[src/rtl/fb_arbiter.sv]
// ---------------------------------------------------------------------------
// fb_arbiter
// Shares the 1024 x 8 display frame-buffer RAM (synchronous read, one cycle
// of read latency, independent read and write addresses) between the LCD
// refresh reader and the CHIP-8 CPU, and provides a hardware clear engine
// for CLS.
//
// Ports
//   clk, reset          system clock, asynchronous active-low reset
//   lcd_rd_*            LCD read client: req/addr in, gnt (comb), valid/data
//   cpu_rd_*            CPU read client: req/addr in, gnt (comb), valid/data
//   cpu_wr_*            CPU write client: req/addr/data in, gnt (comb)
//   clr_start           pulse that starts a full-buffer clear
//   clr_busy, clr_done  clear in progress / one-cycle completion pulse
//   ram_*               connections to the RAM instance
// ---------------------------------------------------------------------------
module fb_arbiter #(
    parameter int ADDR_W       = 10,
    parameter int DATA_W       = 8,
    parameter int DEPTH        = 1024,
    parameter int STARVE_LIMIT = 4
) (
    input  logic              clk,
    input  logic              reset,
    input  logic              lcd_rd_req,
    input  logic [ADDR_W-1:0] lcd_rd_addr,
    output logic              lcd_rd_gnt,
    output logic              lcd_rd_valid,
    output logic [DATA_W-1:0] lcd_rd_data,
    input  logic              cpu_rd_req,
    input  logic [ADDR_W-1:0] cpu_rd_addr,
    output logic              cpu_rd_gnt,
    output logic              cpu_rd_valid,
    output logic [DATA_W-1:0] cpu_rd_data,
    input  logic              cpu_wr_req,
    input  logic [ADDR_W-1:0] cpu_wr_addr,
    input  logic [DATA_W-1:0] cpu_wr_data,
    output logic              cpu_wr_gnt,
    input  logic              clr_start,
    output logic              clr_busy,
    output logic              clr_done,
    output logic [ADDR_W-1:0] ram_read_address,
    input  logic [DATA_W-1:0] ram_q,
    output logic [ADDR_W-1:0] ram_write_address,
    output logic [DATA_W-1:0] ram_d,
    output logic              ram_we
);

    localparam int STARVE_W = $clog2(STARVE_LIMIT + 1);
    localparam logic [STARVE_W-1:0] STARVE_MAX = STARVE_W'(STARVE_LIMIT);
    localparam logic [ADDR_W-1:0]   CLR_LAST   = ADDR_W'(DEPTH - 1);

    localparam logic ST_NORMAL = 1'b0;
    localparam logic ST_CLEAR  = 1'b1;

    logic                state;
    logic [ADDR_W-1:0]   clr_cnt;
    logic [STARVE_W-1:0] starve_cnt;
    logic [ADDR_W-1:0]   rd_addr_q;
    logic                in_clear;
    logic                cpu_forced;

    assign in_clear = (state == ST_CLEAR);
    assign clr_busy = in_clear;

    // The LCD normally wins the read port; a CPU that has been denied
    // STARVE_LIMIT cycles in a row takes it once. The clear engine owns the
    // write port only, so LCD reads keep flowing during a clear while CPU
    // reads are held off (the CPU must not observe a half-cleared buffer).
    assign cpu_forced = !in_clear && cpu_rd_req && (starve_cnt == STARVE_MAX);
    assign lcd_rd_gnt = lcd_rd_req && !cpu_forced;
    assign cpu_rd_gnt = !in_clear && cpu_rd_req && (cpu_forced || !lcd_rd_req);

    // The RAM samples its read address on the grant edge, so the granted
    // address is passed straight through; with no grant the last address is
    // held to avoid needless toggling of the RAM address bus.
    always_comb begin
        ram_read_address = rd_addr_q;
        if (lcd_rd_gnt) begin
            ram_read_address = lcd_rd_addr;
        end else if (cpu_rd_gnt) begin
            ram_read_address = cpu_rd_addr;
        end
    end

    // Remember the read address and which client owns the data coming back
    // next cycle; the two valid flops together act as the owner tag.
    always_ff @(posedge clk or negedge reset) begin
        if (!reset) begin
            rd_addr_q    <= '0;
            lcd_rd_valid <= 1'b0;
            cpu_rd_valid <= 1'b0;
        end else begin
            rd_addr_q    <= ram_read_address;
            lcd_rd_valid <= lcd_rd_gnt;
            cpu_rd_valid <= cpu_rd_gnt;
        end
    end

    assign lcd_rd_data = ram_q;
    assign cpu_rd_data = ram_q;

    // Starvation counter: counts consecutive denied CPU read cycles and
    // saturates; frozen during a clear so the CPU keeps its place in line.
    always_ff @(posedge clk or negedge reset) begin
        if (!reset) begin
            starve_cnt <= '0;
        end else if (!in_clear) begin
            if (!cpu_rd_req || cpu_rd_gnt) begin
                starve_cnt <= '0;
            end else if (starve_cnt != STARVE_MAX) begin
                starve_cnt <= starve_cnt + STARVE_W'(1);
            end
        end
    end

    // Write port: the CPU passes straight through in NORMAL; during a clear
    // the engine writes zero to the current counter address every cycle.
    always_comb begin
        cpu_wr_gnt        = cpu_wr_req;
        ram_we            = cpu_wr_req;
        ram_write_address = cpu_wr_addr;
        ram_d             = cpu_wr_data;
        if (in_clear) begin
            cpu_wr_gnt        = 1'b0;
            ram_we            = 1'b1;
            ram_write_address = clr_cnt;
            ram_d             = '0;
        end
    end

    // Clear engine: one word per cycle from 0 up to DEPTH-1, then back to
    // NORMAL with a single-cycle clr_done. clr_start during a clear is ignored.
    always_ff @(posedge clk or negedge reset) begin
        if (!reset) begin
            state    <= ST_NORMAL;
            clr_cnt  <= '0;
            clr_done <= 1'b0;
        end else begin
            clr_done <= 1'b0;
            case (state)
                ST_NORMAL: begin
                    if (clr_start) begin
                        state   <= ST_CLEAR;
                        clr_cnt <= '0;
                    end
                end
                ST_CLEAR: begin
                    if (clr_cnt == CLR_LAST) begin
                        state    <= ST_NORMAL;
                        clr_done <= 1'b1;
                    end else begin
                        clr_cnt <= clr_cnt + ADDR_W'(1);
                    end
                end
                default: state <= ST_NORMAL;
            endcase
        end
    end

endmodule

[config.mk]
export PLATFORM = sky130hd
export DESIGN_NAME = fb_arbiter
export DESIGN_NICKNAME = d
export VERILOG_FILES = /design/src/rtl/fb_arbiter.sv
export SDC_FILE = /design/constraint.sdc
export NUM_CORES = 1
export LEC_CHECK = 0
export ABC_AREA = 1
export CAP_MARGIN = 5
export CORE_MARGIN = 2
export CORE_UTILIZATION = 34
export DETAILED_ROUTE_END_ITERATION = 8
export PLACE_DENSITY = 0.83
export RECOVER_POWER = 50
export SYNTH_ARGS = -nofsm -noshare
export SYNTH_HDL_FRONTEND = slang
export SYNTH_SLANG_ARGS = --single-unit
[constraint.sdc]
create_clock -name clk -period 1.6 [get_ports clk]
set_input_delay 0.48 -clock clk [delete_from_list [all_inputs] [get_ports clk]]
set_output_delay 0.48 -clock clk [all_outputs]
set_load 0.02 [all_outputs]
Word level (Yosys, flattened, before mapping)
Cells that the tools add are included.
- input port bits: 52
- output and inout port bits: 52
- register bits after elaboration: 27
- logic and storage cells: 44
- eq/ne operators: 5
- $add $sub $neg: 2
- muxes and demuxes: 16
- bitwise gates (word level): 1
- reductions and logical operators: 13
- operators by type and width (cell ; number):
    $mux 10 ; 5
    $pmux 10 s2 ; 1
    $add 10x1->10 const B ; 1
    $eq 10x10->1 const B ; 1
    $mux 8 ; 1
    $mux 1 ; 6
    $mux 3 ; 2
    $logic_and 1x1->1 ; 4
    $logic_not 1->1 ; 4
    $ne 2x2->1 const B ; 2
    $reduce_and 2->1 ; 2
    $add 3x1->3 const B ; 1
    $eq 3x3->1 const B ; 1
    $ne 3x3->1 const B ; 1
    $logic_or 1x1->1 ; 2
    $pmux 1 s2 ; 1
    $reduce_bool 2->1 ; 1
    $not 1->1 ; 1

Longest topological paths before layout
- word-level depth: 8
- mapped depth: 8

Worst setup path after synthesis
OpenSTA, ideal clock, no wires.
- path kind: register to output
- start: reg state, in the netlist clr_busy
- end: out ram_write_address[0]
- arrival: 1.405 ns
- cell stages (with the launch flop): 5
- path slack: -0.285 ns
- data required time: 1.120 ns
- path through: dfrtp_1 > buf_6 > inv_1 > clkbuf_1 > o21ai_0
- cells in the longest elaborated chain, start to end: 1
- ends and longest elaborated chain (item ; RTL line ; RTL):
    start, declared ; 56 ; logic state;
    start signal, assigned ; 136 ; state <= ST_NORMAL;
    start signal, assigned ; 144 ; state <= ST_CLEAR;
    start signal, assigned ; 150 ; state <= ST_NORMAL;
    $mux 10 ; 124 ; if (in_clear) begin
    end, declared ; 44 ; output logic [ADDR_W-1:0] ram_write_address,
No other way between the ends.

Final worst setup path
- start: reg state, in the netlist clr_busy
- end: out ram_read_address[3]
- cells in the longest elaborated chain, start to end: 7
- ends and longest elaborated chain (item ; RTL line ; RTL):
    $logic_not 1->1 (*) ; - ;
    $logic_and 1x1->1 (*) ; 70, 72 ;
    $logic_and 1x1->1 ; 70 ; assign cpu_forced = !in_clear && cpu_rd_req && (starve_cnt == STARVE_MAX);
    $logic_or 1x1->1 ; 72 ; assign cpu_rd_gnt = !in_clear && cpu_rd_req && (cpu_forced || !lcd_rd_req);
    $logic_and 1x1->1 ; 72 ;
    $mux 10 ; 81 ; end else if (cpu_rd_gnt) begin
    $mux 10 (*) ; 79 ; if (lcd_rd_gnt) begin
    end, declared ; 42 ; output logic [ADDR_W-1:0] ram_read_address,
Every way passes the cells marked *; elsewhere a longest branch is shown, timed or not.

==> flow_metrics.tcl <==
set metrics [dict create \
    ctsLongestPathBuffers 2 \
    hold_viol 0 \
    hold_buffers 0 \
    hold_path_end "starve_cnt[2]" \
    reg2reg_to "rd_addr_q[9]" \
    power_w 0.00339 \
    worstSetupPathType "register to primary output" \
    ir_drop_uv 515 \
    fmaxAchievable_mhz 469 \
    clock_skew_ns 0.00927 \
    antenna_found_initial 0 \
    max-cap-violations 0 \
    htree_levels 1 \
    port-buffer-count 79 \
    async_reset_ff_share_pct 100 \
    grt_pass1_wl_mm 8.67 \
    setup_slack_ns -0.534 \
    rrSetupSlack_ns 0.05 \
    hp-class "input pin to register" \
    synth_edf_count 0 \
    yosys_warnings 0 \
    rr_startpoint "clr_busy" \
    synth_area_leaders "dfrtp_1, nand2_1, nor2_1" \
    dr.pass1.iters 4 \
    vias 1961 \
    synth_commonest_cells "nand2_1, nor2_1, dfrtp_1, inv_1, o21ai_0" \
    num-nets-final 406 \
    drc 0 \
    grt.overflow.total 0 \
    synth_top_area_share_pct 39.0 \
    area_delta_synth_final_pct 97.1 \
    postPlaceCellArea_um2 2770 \
    slew-limit-headroom_pct 52.3 \
    hold_depth 3 \
    n_antenna_cell 0 \
    cts_buffers 3 \
    clkLatencyLatePin_ns 0.29 \
    floorplan.initialDensity_pct 35.9 \
    yosysMostFrequentCell "nand2_1" \
    yosysSeqAreaShare_pct 39.0 \
    drt_iter0_drc 123 \
    grt_max_degree 28 \
    worstMarginPinSlew_ns 0.715 \
    final_cell_area_um2 3410 \
    die_h_um 75.3 \
    required_ns 1.12 \
    root_buffer "clkbuf_8" \
    startpoint_type "register" \
    rows 25 \
    dieWidth_um 75.3 \
    cts_tree "built" \
    ant_nets 0 \
    ys_ff_latch 27 \
    avgSynthCellArea_um2 7.52 \
    failed_checks "negative setup slack" \
    io_pins 104 \
    synth_cell_types 23 \
    preCtsSetupSlack_ns -1.25 \
    path_clk_slew_ns 0.10 \
    leakagePower_nw 1.55 \
    clock_sinks 27 \
    yosys.area.top_type "dfrtp_1" \
    netlist_instances 230 \
    grt_setup_unrepaired "true" \
    finalSetupViolCount 33 \
    track_usage_pct 20.3 \
    grt_pass1_vias 1928 \
    routed_via_density 4.70 \
    ys.flop_type "dfrtp_1" \
    power_density_nw_per_um2 993 \
    drive_above_1_share_pct 48.0 \
    cp_max_fo 5 \
    place_hpwl_mm 3.62 \
    slew_violations 0 \
    globalplace.congestion 0.830 \
    syn_area_um2 1730 \
    drt-total-wl_mm 5.93 \
    fin_crit_sh_pct 133 \
    dieArea_um2 5680 \
    rr_worst_depth 8 \
    hold_slack_ns 0.480 \
    wl_per_cell_um 14.2 \
    outcome "finished with violations" \
    worst_setup_path_end_kind "primary output" \
    coreArea_um2 4820 \
    hold_start "cpu_rd_req" \
    arrival_ns 1.65 \
    syn-num-nets 285 \
    min_period_ns 2.13 \
]
[state kept, by name (all words and copies together), names as in the netlist]
signal / count
rd_addr_q: 10
lcd_rd_valid: 1
clr_cnt: 10
cpu_rd_valid: 1
clr_done: 1
starve_cnt: 3
clr_busy: 1
[worst max path at each step]
stage | depth (start not counted) | end | start
CTS | 7 | ram_read_address[2] | clr_busy
global route | 7 | ram_read_address[5] | clr_busy
global placement | 8 | ram_read_address[5] | cpu_rd_req
detailed placement | 9 | ram_read_address[2] | cpu_rd_req
floorplan | 6 | ram_read_address[2] | clr_busy
finish | 7 | ram_read_address[3] | clr_busy
[placed cells by master, fill, tap and decap left out, types with 2 or more instances in the layout]
| cell type | synthesis | final |
|---|---|---|
| o21ai_2 | 2 | 12 |
| clkdlybuf4s50_1 | 0 | 40 |
| nand3_2 | 5 | 7 |
| nor2_1 | 37 | 19 |
| clkbuf_16 | 0 | 3 |
| dfrtp_1 | 27 | 26 |
| nand2_1 | 46 | 41 |
| o21a_4 | 0 | 6 |
| dlygate4sd2_1 | 0 | 4 |
| inv_1 | 25 | 19 |
| buf_6 | 1 | 36 |
| clkbuf_2 | 0 | 2 |
| o21ai_0 | 19 | 2 |
| buf_12 | 1 | 6 |
| o21a_2 | 0 | 4 |
| nand2_2 | 1 | 6 |
| nor2_4 | 2 | 13 |
| xor2_1 | 3 | 3 |
| clkbuf_8 | 0 | 3 |
| clkinvlp_4 | 0 | 2 |
| nand3_1 | 17 | 13 |
| nand2_4 | 1 | 2 |
| nand3_4 | 0 | 2 |
| buf_4 | 16 | 46 |
| nor2_2 | 0 | 7 |
| a21oi_1 | 2 | 2 |
| o21ai_1 | 2 | 9 |
| inv_2 | 0 | 3 |
[stage by stage]
stage | std cells | setup TNS (ns) | utilization, %
6_report | 417 | -11.91 | 70.8
3_5_place_dp | 382 | -30.12 | 57.5
3_3_place_gp | 382 | -28.34 | 57.5
5_1_grt | 417 | -13.63 | 70.8
2_1_floorplan | 230 | -1.33 | -
4_1_cts | 401 | -12.30 | 63.5
[routing by layer]
metal  share of wire (%)  GRT usage, %  vias up
li1                    -             -      958
met4                 2.0          7.02        0
met5                   0             0        -
met2                  54          38.9       95
met1                  34          21.0      899
met3                  10          5.56        9
[critical path, stage by stage (launching register included)]
cell        delay (ns)
dfrtp_2           0.44
nor2_4            0.18
clkinvlp_4        0.17
buf_6             0.16
nor2_2            0.11
o21ai_2           0.07
o21a_4            0.12
buf_6             0.12
[layout make-up]
class	count	area [µm²]
Tap cell	67	83.8
Timing Repair Buffer	140	1430
Clock inverter	1	7.51
Clock buffer	3	41.3
Fill cell	360	1410
Multi-Input combinational cell	154	1050
Sequential cell	27	677
Inverter	25	113
[timing repair]
item,CTS,global route
cloned,4,4
buffers inserted,12,14
pin swaps,5,14
endpoints found under the hold margin,0,0
gates resized for setup,218,69
endpoints found under the setup margin,45,40
[where the power goes]
group / leakage (nW) / switching (W) / internal, W
combinational: 1.21 / 0.000986 / 0.00104
clock: 0.0217 / 0.000251 / 0.000178
sequential: 0.328 / 0.0000848 / 0.000844
total: 1.55 / 0.00132 / 0.00206
[cell families (layout without fill, tap and decap cells)]
family	count (synthesis)	after routing	share of synthesized area, %
adders and majority gates	3	3	2.17
xor gates and xnor gates	4	4	2.02
DFF	27	27	39.0
buffers and inverters	51	169	16.3
and+or+nand+nor	109	111	28.1
AOI/OAI and AO/OA	36	36	12.4
(Power assumes the default switching activity.)
